`config.mk`:
```
export PLATFORM = sky130hd
export DESIGN_NAME = mood_window_ctrl
export DESIGN_NICKNAME = d
export VERILOG_FILES = /design/src/rtl/mood_window_ctrl.sv
export SDC_FILE = /design/constraint.sdc
export NUM_CORES = 1
export LEC_CHECK = 0
export BUFFER_PORTS_ARGS = -buffer_cell sky130_fd_sc_hd__buf_2
export CAP_MARGIN = 20
export CORE_UTILIZATION = 28
export CTS_CLUSTER_DIAMETER = 60
export CTS_CLUSTER_SIZE = 12
export DETAILED_ROUTE_END_ITERATION = 16
export GPL_ROUTABILITY_DRIVEN = 0
export PLACE_DENSITY = 0.57
export SYNTH_ARGS = -nofsm -noshare
export SYNTH_HDL_FRONTEND = slang
export SYNTH_SLANG_ARGS = --single-unit
```
`constraint.sdc`:
```
create_clock -name clk -period 1.8 [get_ports clk]
set_input_delay 0.27 -clock clk [delete_from_list [all_inputs] [get_ports clk]]
set_output_delay 0.27 -clock clk [all_outputs]
set_load 0.05 [all_outputs]
```
`src/rtl/mood_window_ctrl.sv`:
```
// Measurement sequencer: frames prescaler-tick windows, latches the edge count
// at each window end and classifies it into a hysteretic 2-bit mood.
module mood_window_ctrl #(
    parameter int CNT_W     = 4,
    parameter int WIN_TICKS = 8,
    parameter int LO_TH     = 2,
    parameter int HI_TH     = 6,
    parameter int HYST      = 1
) (
    input  logic             clk,
    input  logic             rst_n,
    input  logic             ena,
    input  logic             start,
    input  logic             stop,
    input  logic             tick,
    input  logic [CNT_W-1:0] cnt_val,
    output logic             presc_en,
    output logic             cnt_clr,
    output logic             busy,
    output logic             win_done,
    output logic [CNT_W-1:0] win_count,
    output logic [1:0]       mood
);

    localparam int                TICK_W    = (WIN_TICKS > 1) ? $clog2(WIN_TICKS) : 1;
    localparam logic [TICK_W-1:0] LAST_TICK = TICK_W'(WIN_TICKS - 1);

    localparam logic [2:0] S_IDLE    = 3'd0;
    localparam logic [2:0] S_CLEAR   = 3'd1;
    localparam logic [2:0] S_MEASURE = 3'd2;
    localparam logic [2:0] S_LATCH   = 3'd3;
    localparam logic [2:0] S_EVAL    = 3'd4;

    localparam logic [1:0] MOOD_CALM     = 2'd0;
    localparam logic [1:0] MOOD_CONTENT  = 2'd1;
    localparam logic [1:0] MOOD_STRESSED = 2'd2;

    logic [2:0]        r_state;
    logic [TICK_W-1:0] r_tick_cnt;
    logic              r_stop_pend;
    logic [CNT_W-1:0]  r_win_count;
    logic [1:0]        r_mood;

    logic [2:0]        w_state_nxt;
    logic [TICK_W-1:0] w_tick_nxt;
    logic              w_stop_nxt;
    logic              w_latch;
    logic [1:0]        w_mood_nxt;

    // Rising moods need HYST extra counts; falling moods use the bare thresholds.
    always_comb begin
        w_mood_nxt = r_mood;
        case (r_mood)
            MOOD_CALM: begin
                if (int'(cnt_val) >= HI_TH + HYST)      w_mood_nxt = MOOD_STRESSED;
                else if (int'(cnt_val) >= LO_TH + HYST) w_mood_nxt = MOOD_CONTENT;
                else                                    w_mood_nxt = MOOD_CALM;
            end
            MOOD_CONTENT: begin
                if (int'(cnt_val) >= HI_TH + HYST)      w_mood_nxt = MOOD_STRESSED;
                else if (int'(cnt_val) < LO_TH)         w_mood_nxt = MOOD_CALM;
                else                                    w_mood_nxt = MOOD_CONTENT;
            end
            default: begin
                if (int'(cnt_val) < LO_TH)              w_mood_nxt = MOOD_CALM;
                else if (int'(cnt_val) < HI_TH)         w_mood_nxt = MOOD_CONTENT;
                else                                    w_mood_nxt = MOOD_STRESSED;
            end
        endcase
    end

    // NOTE: every output of this block gets a default first so no path leaves a latch.
    always_comb begin
        w_state_nxt = r_state;
        w_tick_nxt  = r_tick_cnt;
        w_stop_nxt  = r_stop_pend;
        w_latch     = 1'b0;
        if (r_state != S_IDLE && !ena) begin
            w_state_nxt = S_IDLE;
            w_stop_nxt  = 1'b0;
        end else begin
            case (r_state)
                S_IDLE: begin
                    if (start && ena && !stop) w_state_nxt = S_CLEAR;
                end
                S_CLEAR: begin
                    w_tick_nxt  = '0;
                    w_stop_nxt  = stop;
                    w_state_nxt = S_MEASURE;
                end
                S_MEASURE: begin
                    if (stop) w_stop_nxt = 1'b1;
                    if (tick) begin
                        if (r_tick_cnt == LAST_TICK) w_state_nxt = S_LATCH;
                        else                         w_tick_nxt  = r_tick_cnt + TICK_W'(1);
                    end
                end
                S_LATCH: begin
                    if (stop) w_stop_nxt = 1'b1;
                    w_latch     = 1'b1;
                    w_state_nxt = S_EVAL;
                end
                S_EVAL: begin
                    if (r_stop_pend || stop) begin
                        w_state_nxt = S_IDLE;
                        w_stop_nxt  = 1'b0;
                    end else begin
                        w_state_nxt = S_CLEAR;
                    end
                end
                default: w_state_nxt = S_IDLE;
            endcase
        end
    end

    // NOTE: state registers use non-blocking assignments so every flop samples pre-edge values.
    always_ff @(posedge clk or negedge rst_n) begin
        if (!rst_n) begin
            r_state     <= S_IDLE;
            r_tick_cnt  <= '0;
            r_stop_pend <= 1'b0;
            r_win_count <= '0;
            r_mood      <= MOOD_CALM;
        end else begin
            r_state     <= w_state_nxt;
            r_tick_cnt  <= w_tick_nxt;
            r_stop_pend <= w_stop_nxt;
            if (w_latch) begin
                r_win_count <= cnt_val;
                r_mood      <= w_mood_nxt;
            end
        end
    end

    assign presc_en  = (r_state == S_MEASURE);
    assign cnt_clr   = (r_state == S_CLEAR);
    assign busy      = (r_state != S_IDLE);
    assign win_done  = (r_state == S_EVAL);
    assign win_count = r_win_count;
    assign mood      = r_mood;

endmodule

```
# [Word level (Yosys, flattened, before mapping)]
# Cells that the tools add are included.
[classes] eq_ne=13 reduce_logical=15 bitwise_logic=1 muxes=22 addsub=1 n_lt_le_gt_ge=4
[ops] op="3-bit 2-to-1 mux" count=6
[ops] op="3-bit one-hot mux with 5 select lines" count=1
[ops] op="3-bit by 1-bit inequality test with 1-bit output (second input constant)" count=3
[ops] op="1-bit 2-to-1 mux" count=8
[ops] op="2-bit 2-to-1 mux" count=4
[ops] op="3-bit by 2-bit == test with 1-bit output (second input constant)" count=2
[ops] op="3-bit == test (second input constant)" count=2
[ops] op="3-bit one-hot mux with 2 select lines" count=1
[ops] op="3-bit AND reduction" count=2
[ops] op="4-bit by 2-bit greater-or-equal comparator with 1-bit output (second input constant)" count=1
[ops] op="4-bit by 3-bit greater-or-equal comparator with 1-bit output (second input constant)" count=1
[ops] op="4-bit by 2-bit less-than comparator with 1-bit output (second input constant)" count=1
[ops] op="4-bit by 3-bit less-than comparator with 1-bit output (second input constant)" count=1
[ops] op="2-bit inequality test (second input constant)" count=2
[ops] op="2-bit one-hot mux with 2 select lines" count=1
[ops] op="4-bit AND reduction" count=1
[ops] op="4-bit nonzero test" count=1
[ops] op="3-bit by 1-bit adder with 3-bit output (second input constant)" count=1
[ops] op="3-bit by 1-bit == test with 1-bit output (second input constant)" count=1
[ops] op="1-bit logical AND" count=3
[ops] op="3-bit zero test" count=1
[ops] op="3-bit by 2-bit inequality test with 1-bit output (second input constant)" count=1
[ops] op="3-bit inequality test (second input constant)" count=1
[ops] op="1-bit one-hot mux with 3 select lines" count=1
[ops] op="other kinds (8)" count=9
[word_totals] register_bits=13 inputBits=10 out_inout_bits=10 elab_cells=61

# [Longest topological paths before layout]
[logic_depth] depth_word=5 ltp_mapped=5 mapped_depth_nobuf=5

# [Least setup slack after synthesis]
# OpenSTA, ideal clock, no wires.
[synth_timing] path_type="reg2out" from="register r_state[2]" to="output win_done" path_slack_ns=-0.105 path_stages_with_launch=4 n_path_buf=1 t_required_ns=1.530 arrival_ns=1.635 cell_sequence="dfrtp_1 > buf_4 > inv_1 > nor3_1"
[synth_between] elab_chain_cells=1
[synth_rtl] element="start: declaration" line="38" source="logic [2:0] r_state;"
[synth_rtl] element="start signal: assignment" line="125" source="r_state <= w_state_nxt;"
[synth_rtl] element="3-bit == test" line="138" source="assign win_done = (r_state == S_EVAL);"
[synth_rtl] element="end: declaration" line="20" source="output logic win_done,"
# Every way passes these cells.

# [Worst setup path in the final report]
[layout_timing] from="register r_state[1]" to="output presc_en"
[layout_between] elab_chain_cells=1
[layout_rtl] element="3-bit by 2-bit == test with 1-bit output" line="135" source="assign presc_en = (r_state == S_MEASURE);"
[layout_rtl] element="end: declaration" line="17" source="output logic presc_en,"
# Every way passes these cells.

==> metrics <==
status=finished clean; layout cells sized above 1=38.54%; endpoints failing hold=0; worst skew pair latency=0.27 ns; Avg WL per Cell=11.54 µm; TNS Setup=0 ns; CP required=between 1.5 and 2 ns; DRT iter0 DRCs=4; Vias=around 610; R2R setup slack=roughly 0.24 ns; Final Power=1.314 mW; largest family of logic cells by synthesized area=simple AND/OR/NAND/NOR gates; Slew headroom=79.86%; initial antenna violation count=0; delay-heaviest family, CP=flip-flops; die width=roughly 54 µm; syn nets=between 80 and 90; leakage power=0.4724 nW; number of vias per cell=~4.8; worst-path fanout max=12; Seq pwr share=between 30% and 40%; Antenna Nets Post-Route=0; Clock Skews=about 0.001 ns; slowest stage delay, CP=about 0.52 ns; Max Fclk=about 0.61 GHz; sequential share of the synthesized area=a little over two fifths; crit-path cells=nor3b_4, buf_2; Hold Crit Start=cnt_val[3]; Compound-Gate Fraction of Synth Area=between 10% and 20%; CTS Root Cell=clkbuf_4; Netlist Area Pre-Place=about 750 µm²; Design Area, Final=912.1 µm²; final worst setup slack=roughly 0.15 ns; critical path arrival=approximately 1.4 ns; Slew @ Worst Pin=approximately 0.3 ns; H-tree levels=1; pin count of the biggest net entering global routing=14; Post-Synth Adder-Cell Area=3.328%; Worst Setup Path Type=register to output pin; final setup fails=0; final net count=109; CP endpoint kind=output pin; Synth cell types=32; Synth Area in Simple Gates=approximately 23%; CTS sink count=13; Detailed Place HPWL=about 1100 µm; # port buffers=19; P_int=just under 0.7 mW; Die Y=53.82 µm; hold path cells=3; global route overflow=0; fillcell total=266; crit start category=register; most common cell after layout, fill and taps aside=buf_2; CTS tree=done; Tmin final=1.646 ns; r2r worst-path depth=5; Worst-path clk slew=0.08 ns; pwr dens=roughly 1400 mW/mm²; unrepaired setup endpoints after global routing=false; power share of the clock group=a little over an eighth; slowest cell on the critical path=dfrtp_2; DP Area=roughly 870 µm²; commonest non-fill, non-tap cells in the layout=buf_2 (19), nand2_1 (14), dfrtp_1 (10), inv_1 (7), a21oi_1 (4); global-route wire length before repair=about 2500 µm; GR Util All Layers=between 10 and 15%; multiplexer share of the synthesized area=around 2.7%; DP Worst Slack=about 0.25 ns; total clock buffers created by CTS=3; max-cap viol count=0; Post-Route WL=about 1500 µm; Min-Delay Endpoint=win_count[3]; Diodes inserted=0; number of global-route vias before repair=589; fin. max-slew vios=0; first-pass iteration count of the detailed router=4; WHS=approximately 0.22 ns; yosys warns=0; die area=roughly 0.0029 mm²; Rows=18; Worst Path Buf+Inv=1; Sw Share=a little under half; synthesized instance count=74; Starting Density=a little under a third; Logic pwr share=approximately half; Core Area=roughly 0.0025 mm²; reg-to-reg startpoint=r_tick_cnt[0]; NetSw=0.6258 mW; reg2reg end=r_tick_cnt[0]; Synth Area per Inst=between 10 and 15 µm²; Max VDD drop=a little under 0.8 mV; final worst path period share=between 90% and 100%; Area Growth Syn to Fin=21.30%; IO Count=20; CTS Buffer Depth=2; DR DRC count=0; HP Class=input port to register; flops & latches, synth=13; XOR/XNOR Fraction of Synth Area=between 1 and 1.5%
-- metrics by stage --
step | util, % | instances
floorplan | - | 74
global placement | 34.88 | 121
detailed placement | 34.88 | 121
CTS | 36.39 | 126
global route | 36.49 | 126
finish | 36.49 | 126
-- sequential cells by signal, summed over array words and instances, names as in the netlist --
name,count
win_count,4
r_state,3
r_stop_pend,1
r_tick_cnt,3
mood,2
-- worst register-to-register path, stage by stage, from the launching register on --
cell and delay [ns]:
dfrtp_1 0.40, ha_1 0.20, ha_1 0.20, and4bb_1 0.29, o211ai_2 0.12, a22o_1 0.25
-- logic make-up (layout without fill, tap and decap cells) --
kind of cell    after synthesis  in the layout
simple gates                 28             28
compound gates               15             15
flops                        13             13
fa+ha+maj                     2              2
xor+xnor                      1              1
mux                           2              2
buf+inv                      13             35
-- layout make-up --
type                    instances  area [µm²]  share of cell area [%]
inverters                      10       42.54                   4.664
well taps                      30       37.54                   4.115
clock buffers                   4       26.28                   2.881
multi-input cells              48       364.1                   39.92
flip-flops and latches         13       329.1                   36.08
repair buffers                 21       112.6                   12.35
-- worst max-delay path by stage --
stage	from	depth (start not counted)	slack, ns	endpoint
6_report	r_state[1]	2	0.15	presc_en
5_1_grt	r_state[1]	2	0.08	presc_en
4_1_cts	r_state[0]	3	0.02	busy
3_5_place_dp	r_tick_cnt[0]	5	0.25	r_tick_cnt[0]
3_3_place_gp	r_tick_cnt[0]	5	0.28	r_tick_cnt[0]
2_1_floorplan	r_state[2]	3	0.30	win_done
-- cell usage after synthesis (all sizes together) --
| cell type | count | share of area, % |
|---|---|---|
| o22a | 1 | 1.2 |
| nand3 | 1 | 0.66 |
| o32ai | 1 | 1.2 |
| xnor2 | 1 | 1.2 |
| inv | 10 | 5.7 |
| nor3 | 3 | 2.0 |
| nand4b | 1 | 3.2 |
| nor2 | 3 | 1.5 |
| o211ai | 1 | 1.7 |
| dfrtp | 13 | 43 |
| nor4 | 1 | 0.83 |
| mux2i | 2 | 2.7 |
| and2b | 1 | 1.3 |
| o21bai | 1 | 1.0 |
| o22ai | 1 | 1.7 |
| buf | 3 | 4.0 |
| nor4b | 1 | 1.2 |
| nand2 | 14 | 7.0 |
| a311oi | 1 | 1.2 |
| o221a | 1 | 1.5 |
| o32a | 1 | 1.3 |
| nor3b | 1 | 2.5 |
| ha | 2 | 3.3 |
| a22o | 1 | 1.2 |
| o21ai | 1 | 0.66 |
| a21oi | 4 | 2.7 |
| a221oi | 1 | 2.0 |
| nand3b | 1 | 1.0 |
| and4bb | 1 | 1.7 |
-- timing repair --
item,4_1_cts,5_1_grt
buffers inserted,0,0
gates resized for setup,1,2
hold buffers,1,0
hold endpoints to repair,13,0
setup endpoints to repair,1,3
-- power by group through the flow --
stage	Sequential, mW	Combinational (mW)	Clock [mW]
final	0.495	0.645	0.174
after global routing	0.515	0.696	0.195
after CTS	0.495	0.652	0.184
after detailed placement	0.494	0.653	0
after global placement	0.495	0.639	0
after floorplan	0.606	0.412	0
-- routing by layer --
| layer | track usage [%] | vias up | share of wire (%) |
|---|---|---|---|
| met3 | 2.825 | 0 | 6.0 |
| met5 | 0 | - | 0 |
| met4 | 5.263 | 0 | 0 |
| li1 | - | 307 | - |
| met2 | 19.34 | 19 | 44 |
| met1 | 15.17 | 283 | 50 |
(Power assumes the default switching activity.)
